### src/rtl/register.sv
// Register file with two combinational read ports and one synchronous write port.
// Register 0 is hardwired to zero. Define REGISTER_BYPASS_EN for write-first forwarding.
module register #(
  parameter int WIDTH = 32,
  parameter int DEPTH = 32,
  localparam int ADDR_W = (DEPTH > 1) ? $clog2(DEPTH) : 1
) (
  input  logic              clk,
  input  logic              reset,
  input  logic              we3,
  input  logic [ADDR_W-1:0] a1,
  input  logic [ADDR_W-1:0] a2,
  input  logic [ADDR_W-1:0] a3,
  input  logic [WIDTH-1:0]  wd3,
  output logic [WIDTH-1:0]  rd1,
  output logic [WIDTH-1:0]  rd2
);

  logic [WIDTH-1:0] regs_q [DEPTH];
  logic [WIDTH-1:0] regs_d [DEPTH];
  logic             wr_en;

  // Writes to address 0 (or beyond DEPTH) are dropped so x0 stays zero.
  assign wr_en = we3 && (a3 != '0) && (int'(a3) < DEPTH);

  always_comb begin
    regs_d = regs_q;
    if (wr_en) begin
      regs_d[a3] = wd3;
    end
  end

  always_ff @(posedge clk) begin
    if (reset) begin
      for (int i = 0; i < DEPTH; i++) begin
        regs_q[i] <= '0;
      end
    end else begin
      regs_q <= regs_d;
    end
  end

`ifdef REGISTER_BYPASS_EN
  logic fwd_en;
  // Reset gates forwarding because the write it would expose is discarded.
  assign fwd_en = wr_en && !reset;
`endif

  always_comb begin
    rd1 = '0;
    if ((a1 != '0) && (int'(a1) < DEPTH)) begin
      rd1 = regs_q[a1];
`ifdef REGISTER_BYPASS_EN
      if (fwd_en && (a1 == a3)) begin
        rd1 = wd3;
      end
`endif
    end
  end

  always_comb begin
    rd2 = '0;
    if ((a2 != '0) && (int'(a2) < DEPTH)) begin
      rd2 = regs_q[a2];
`ifdef REGISTER_BYPASS_EN
      if (fwd_en && (a2 == a3)) begin
        rd2 = wd3;
      end
`endif
    end
  end

endmodule

### config.mk
export PLATFORM = sky130hd
export DESIGN_NAME = register
export DESIGN_NICKNAME = d
export VERILOG_FILES = /design/src/rtl/register.sv
export SDC_FILE = /design/constraint.sdc
export NUM_CORES = 2
export LEC_CHECK = 0
export ABC_AREA = 1
export BUFFER_PORTS_ARGS = -buffer_cell sky130_fd_sc_hd__buf_2
export CAP_MARGIN = 20
export CORE_MARGIN = 4
export CORE_UTILIZATION = 40
export DETAILED_ROUTE_END_ITERATION = 12
export SLEW_MARGIN = 10
export SYNTH_ARGS = -nofsm -noshare
export SYNTH_HDL_FRONTEND = slang
export SYNTH_SLANG_ARGS = --single-unit
### constraint.sdc
create_clock -name clk -period 1.9 [get_ports clk]
set_clock_uncertainty 0.05 [all_clocks]
set_input_delay 0.19 -clock clk [delete_from_list [all_inputs] [get_ports clk]]
set_output_delay 0.19 -clock clk [all_outputs]
set_load 0.1 [all_outputs]
### Yosys cells after proc, flatten, opt, wreduce, memory -nomap -nowiden

Cells that the tools add are included.

* register bits: 1024
* input bits: 50
* output and inout port bits: 64
* logic and storage cells: 55

* magnitude comparators: 4
* mux-type cells: 11
* bitwise gates (word level): 3
* reductions and logical operators: 5

Operators by type and width (count)
* $bwmux W1024: 1
* $bmux W32 S5: 2
* $mux W32: 7
* $demux W32 S5: 1
* $ge A6 B6 Y1 const B: 3
* $not A5 Y6: 3
* $reduce_bool A5 Y1: 3
* $lt A6 B1 Y1 const B: 1
* $logic_and A1 B1 Y1: 2

### Longest topological paths before layout

* depth in word-level cells: 6
* mapped depth: 12
* mapped depth without buffers: 9

### Worst setup path before layout

No wires, ideal clock.

* path kind: input to output
* from: input a1[0]
* to: output rd1[20]
* arrival: 2646 ps
* data required time: 1660 ps
* slack: -986 ps
* stages: 11
* buffers on the path: 4
* cells stage by stage: buf_2 > inv_1 > buf_2 > clkbuf_1 > clkbuf_1 > nand2_1 > nand2_1 > a21oi_1 > nor2_1 > nor2_1 > nor2_1

* cells in the longest elaborated chain, start to end: 5

Ends and longest elaborated chain
* start, declared: RTL line 11 `input logic [ADDR_W-1:0] a1,`
* $not A5 Y6 (not written as such): RTL line 52 `rd1 = regs_q[a1];`
* $bmux W32 S5: RTL line 52
* $mux W32 (not written as such) (2 in a row): RTL line 52
* $mux W32 *: RTL line 51 `if ((a1 != '0) && (int'(a1) < DEPTH)) begin`
* end, declared: RTL line 15 `output logic [WIDTH-1:0] rd1,`

Every way passes the cells marked *; elsewhere a longest branch is shown, timed or not. The select of a mux whose other input is x is not followed.

### Worst setup path in the final report

* from: register regs_q[775] (netlist bit)
* to: output rd1[7]

* cells in the longest elaborated chain, start to end: 4

Ends and longest elaborated chain
* start, declared: RTL line 19 `logic [WIDTH-1:0] regs_q [DEPTH];`
* start signal, assigned: RTL line 39 `regs_q <= regs_d;`
* $bmux W32 S5: RTL line 52
* $mux W32 (not written as such) (2 in a row): RTL line 52
* $mux W32: RTL line 51

No other way between the ends. The select of a mux whose other input is x is not followed.

==> results.yml <==
status:
  status: "finished with violations"
  violations: "setup timing"
cells_and_area:
  top_register: "regs_q"
  fin_util_pct: 52.9
  final_common_cell: "nand2_1"
  design_area_mm2: 0.0716
  mostFrequentLayoutCells: "1,795 x nand2_1, 1,170 x o21ai_0, 918 x a21oi_1"
  nFillCells: 13100
  largest_registers: "regs_q: 1024 flops"
  layout-drive-gt1-share_pct: 26.2
  syn_to_final_growth_pct: 31.4
  largest_reg_flops: 1024
  num-nets-final: 8976
global_route:
  grt_pass1_wl_um: 376000
  grt_antenna_before_repair: 13
  top_usage_layer: "met2"
  grtUsageTotal_pct: 34.2
  met2_usage_pct: 51.0
  grt_use_met3_pct: 6.66
  globalRoute.totalOverflow: 0
  grt_pass1_vias: 59300
  grt_max_degree: 91
  met1_usage_pct: 46.1
sta:
  min_period_ns: 2.57
  tightest_slew_ns: 0.690
  drv_slew: 0
  max_freq_mhz: 389
  finalSetupViolCount: 64
  hold_viol_final: 0
  rsz0062_at_grt: "true"
  max_slew_margin_pct: 53.7
  worst_slack_ns: -0.669
  finalCritPeriodShare_pct: 135
drt:
  drcViolationCount: 0
  drtPass1Iterations: 6
  num_vias: 64500
  wl_um: 254000
  viasPerCell: 5.96
  wl_per_cell_um: 23.5
  ant_nets: 0
  first_iter_violations: 8681
synth:
  syn-cell-area_mm2: 0.0545
  synth_cell_types: 19
  yosys_register_bits: 1024
  yosysTopAreaCellShare_pct: 37.6
  syn_area_per_cell_um2: 6.20
  synth_area_leaders: "dfxtp_1 38%, nand2_1 14%, o21ai_0 12%"
  yosysSeqAreaShare_pct: 37.6
  syn-num-nets: 8847
  synth_warnings: 0
  synthCells: 8797
  yosysTopAreaCell: "dfxtp_1"
clocking:
  htree_num_levels: 3
  clk_latency_ns: 0.75
  clockBufferDepth: 3
  cts_buffers: 115
  cts.sinks: 1024
  cts-root-buf: "clkbuf_16"
  path_clk_slew_ns: 0.06
  cts_tree: "yes"
floorplanning:
  die_h_um: 377
  start_util_pct: 40.2
  ios: 114
  design.die.area_mm2: 0.142
  rows: 135
  core_area_mm2: 0.135
  chipWidth_um: 377
worst_setup_path:
  path_class: "flop to output port"
  cp-end-kind: "output port"
  cp.required_ns: 1.66
  crit_path_start_kind: "flop"
  cp_max_fo: 2
  arrival_ns: 2.33
placed_design:
  dp_hpwl_um: 167000
  gp_congestion: 0.997
  io_buffers: 113
  dpl_cell_area_mm2: 0.0635
power_and_ir_drop:
  p_leak_nw: 28.5
  cellPowerDensity_mw_per_mm2: 801
  irDropWorstVdd_v: 0.000730
worst_hold_path:
  worst_hold_path_type: "primary input to flop"
job:
  maxCapViolCount: 0
## Yosys cell counts
cell and count:
a21oi_1 957, buf_1 68, buf_2 72, clkbuf_1 691
clkinv_1 31, dfxtp_1 1024, inv_1 288, inv_2 7
nand2_1 2049, nand2_2 2, nand3_1 1060, nand4_1 7
nor2_1 953, nor2_2 5, nor3_1 195, nor4_4 4
o211ai_1 54, o21ai_0 1263, o21ai_1 67
## kinds of logic (layout without fill, tap and decap cells)
group / after synthesis / after routing / synth area share (%)
other: 0 / 7 / 0
buffers and inverters: 1157 / 1388 / 8.13
AOI/OAI and AO/OA: 2341 / 2341 / 21.7
and+or+nand+nor: 4275 / 4275 / 32.5
DFF: 1024 / 1024 / 37.6
## through the flow
stage               hold WS, ns  std cells  power (W)  setup slack [ns]  setup TNS (ns)
floorplan                 0.333       8797     0.0276          -0.00319         -0.0510
global placement          0.375      10500     0.0320            -0.663          -29.28
detailed placement        0.377      10600     0.0320            -0.634          -23.84
CTS                      0.0263      10800     0.0571            -0.662          -29.39
global route              0.109      10800     0.0589            -0.754          -34.06
finish                   0.0786      10800     0.0574            -0.669          -29.56
## worst paths after layout
path	to	cells past startpoint	startpoint	slack [ns]
setup / recovery	rd1[7]	9	regs_q[775]	-0.67
hold / removal	regs_q[617]	5	a3[4]	0.08
setup reg to reg	regs_q[934]	4	regs_q[934]	1.03
hold reg to reg	regs_q[1022]	2	regs_q[1022]	0.38
## layer usage
metal,up-vias,part of all wire (%)
li1,29500,-
met1,30200,40
met2,3841,42
met3,858,11
met4,8,6.8
met5,-,0.019
## power breakdown
group	total, W	internal [W]	switching, W
Clock	0.0248	0.0149	0.00997
Sequential	0.0219	0.0218	0.000193
Combinational	0.0106	0.00344	0.00718
Total	0.0574	0.0401	0.0173
## worst max-delay path, stage by stage (launching register included)
cell	delay [ns]
dfxtp_2	0.33
inv_2	0.05
nand2_1	0.05
o211ai_1	0.14
a21oi_2	0.21
nor2_4	0.07
nand2_2	0.07
nand2_2	0.06
nor2_4	0.36
buf_12	0.23
## final cells by class
type | count | area (um2) | share of cell area [%]
multi-input combinational | 6616 | 33000 | 46.0
sequential | 1024 | 21200 | 29.7
timing repair buffer | 843 | 9710 | 13.6
clock buffer | 171 | 3490 | 4.88
tap | 1781 | 2230 | 3.11
inverter | 326 | 1270 | 1.78
clock inverter | 48 | 692 | 0.966
antenna | 7 | 17.5 | 0.0245
## what timing repair did
item | 4_1_cts | 5_1_grt
gates cloned | 0 | 1
pin swaps | 326 | 253
endpoints found under the setup margin | 64 | 64
buffers inserted | 12 | 15
resized for setup | 934 | 523
endpoints found under the hold margin | 506 | 0
hold buffers | 34 | 0
No activity file was read; power rests on OpenSTA's default activity.
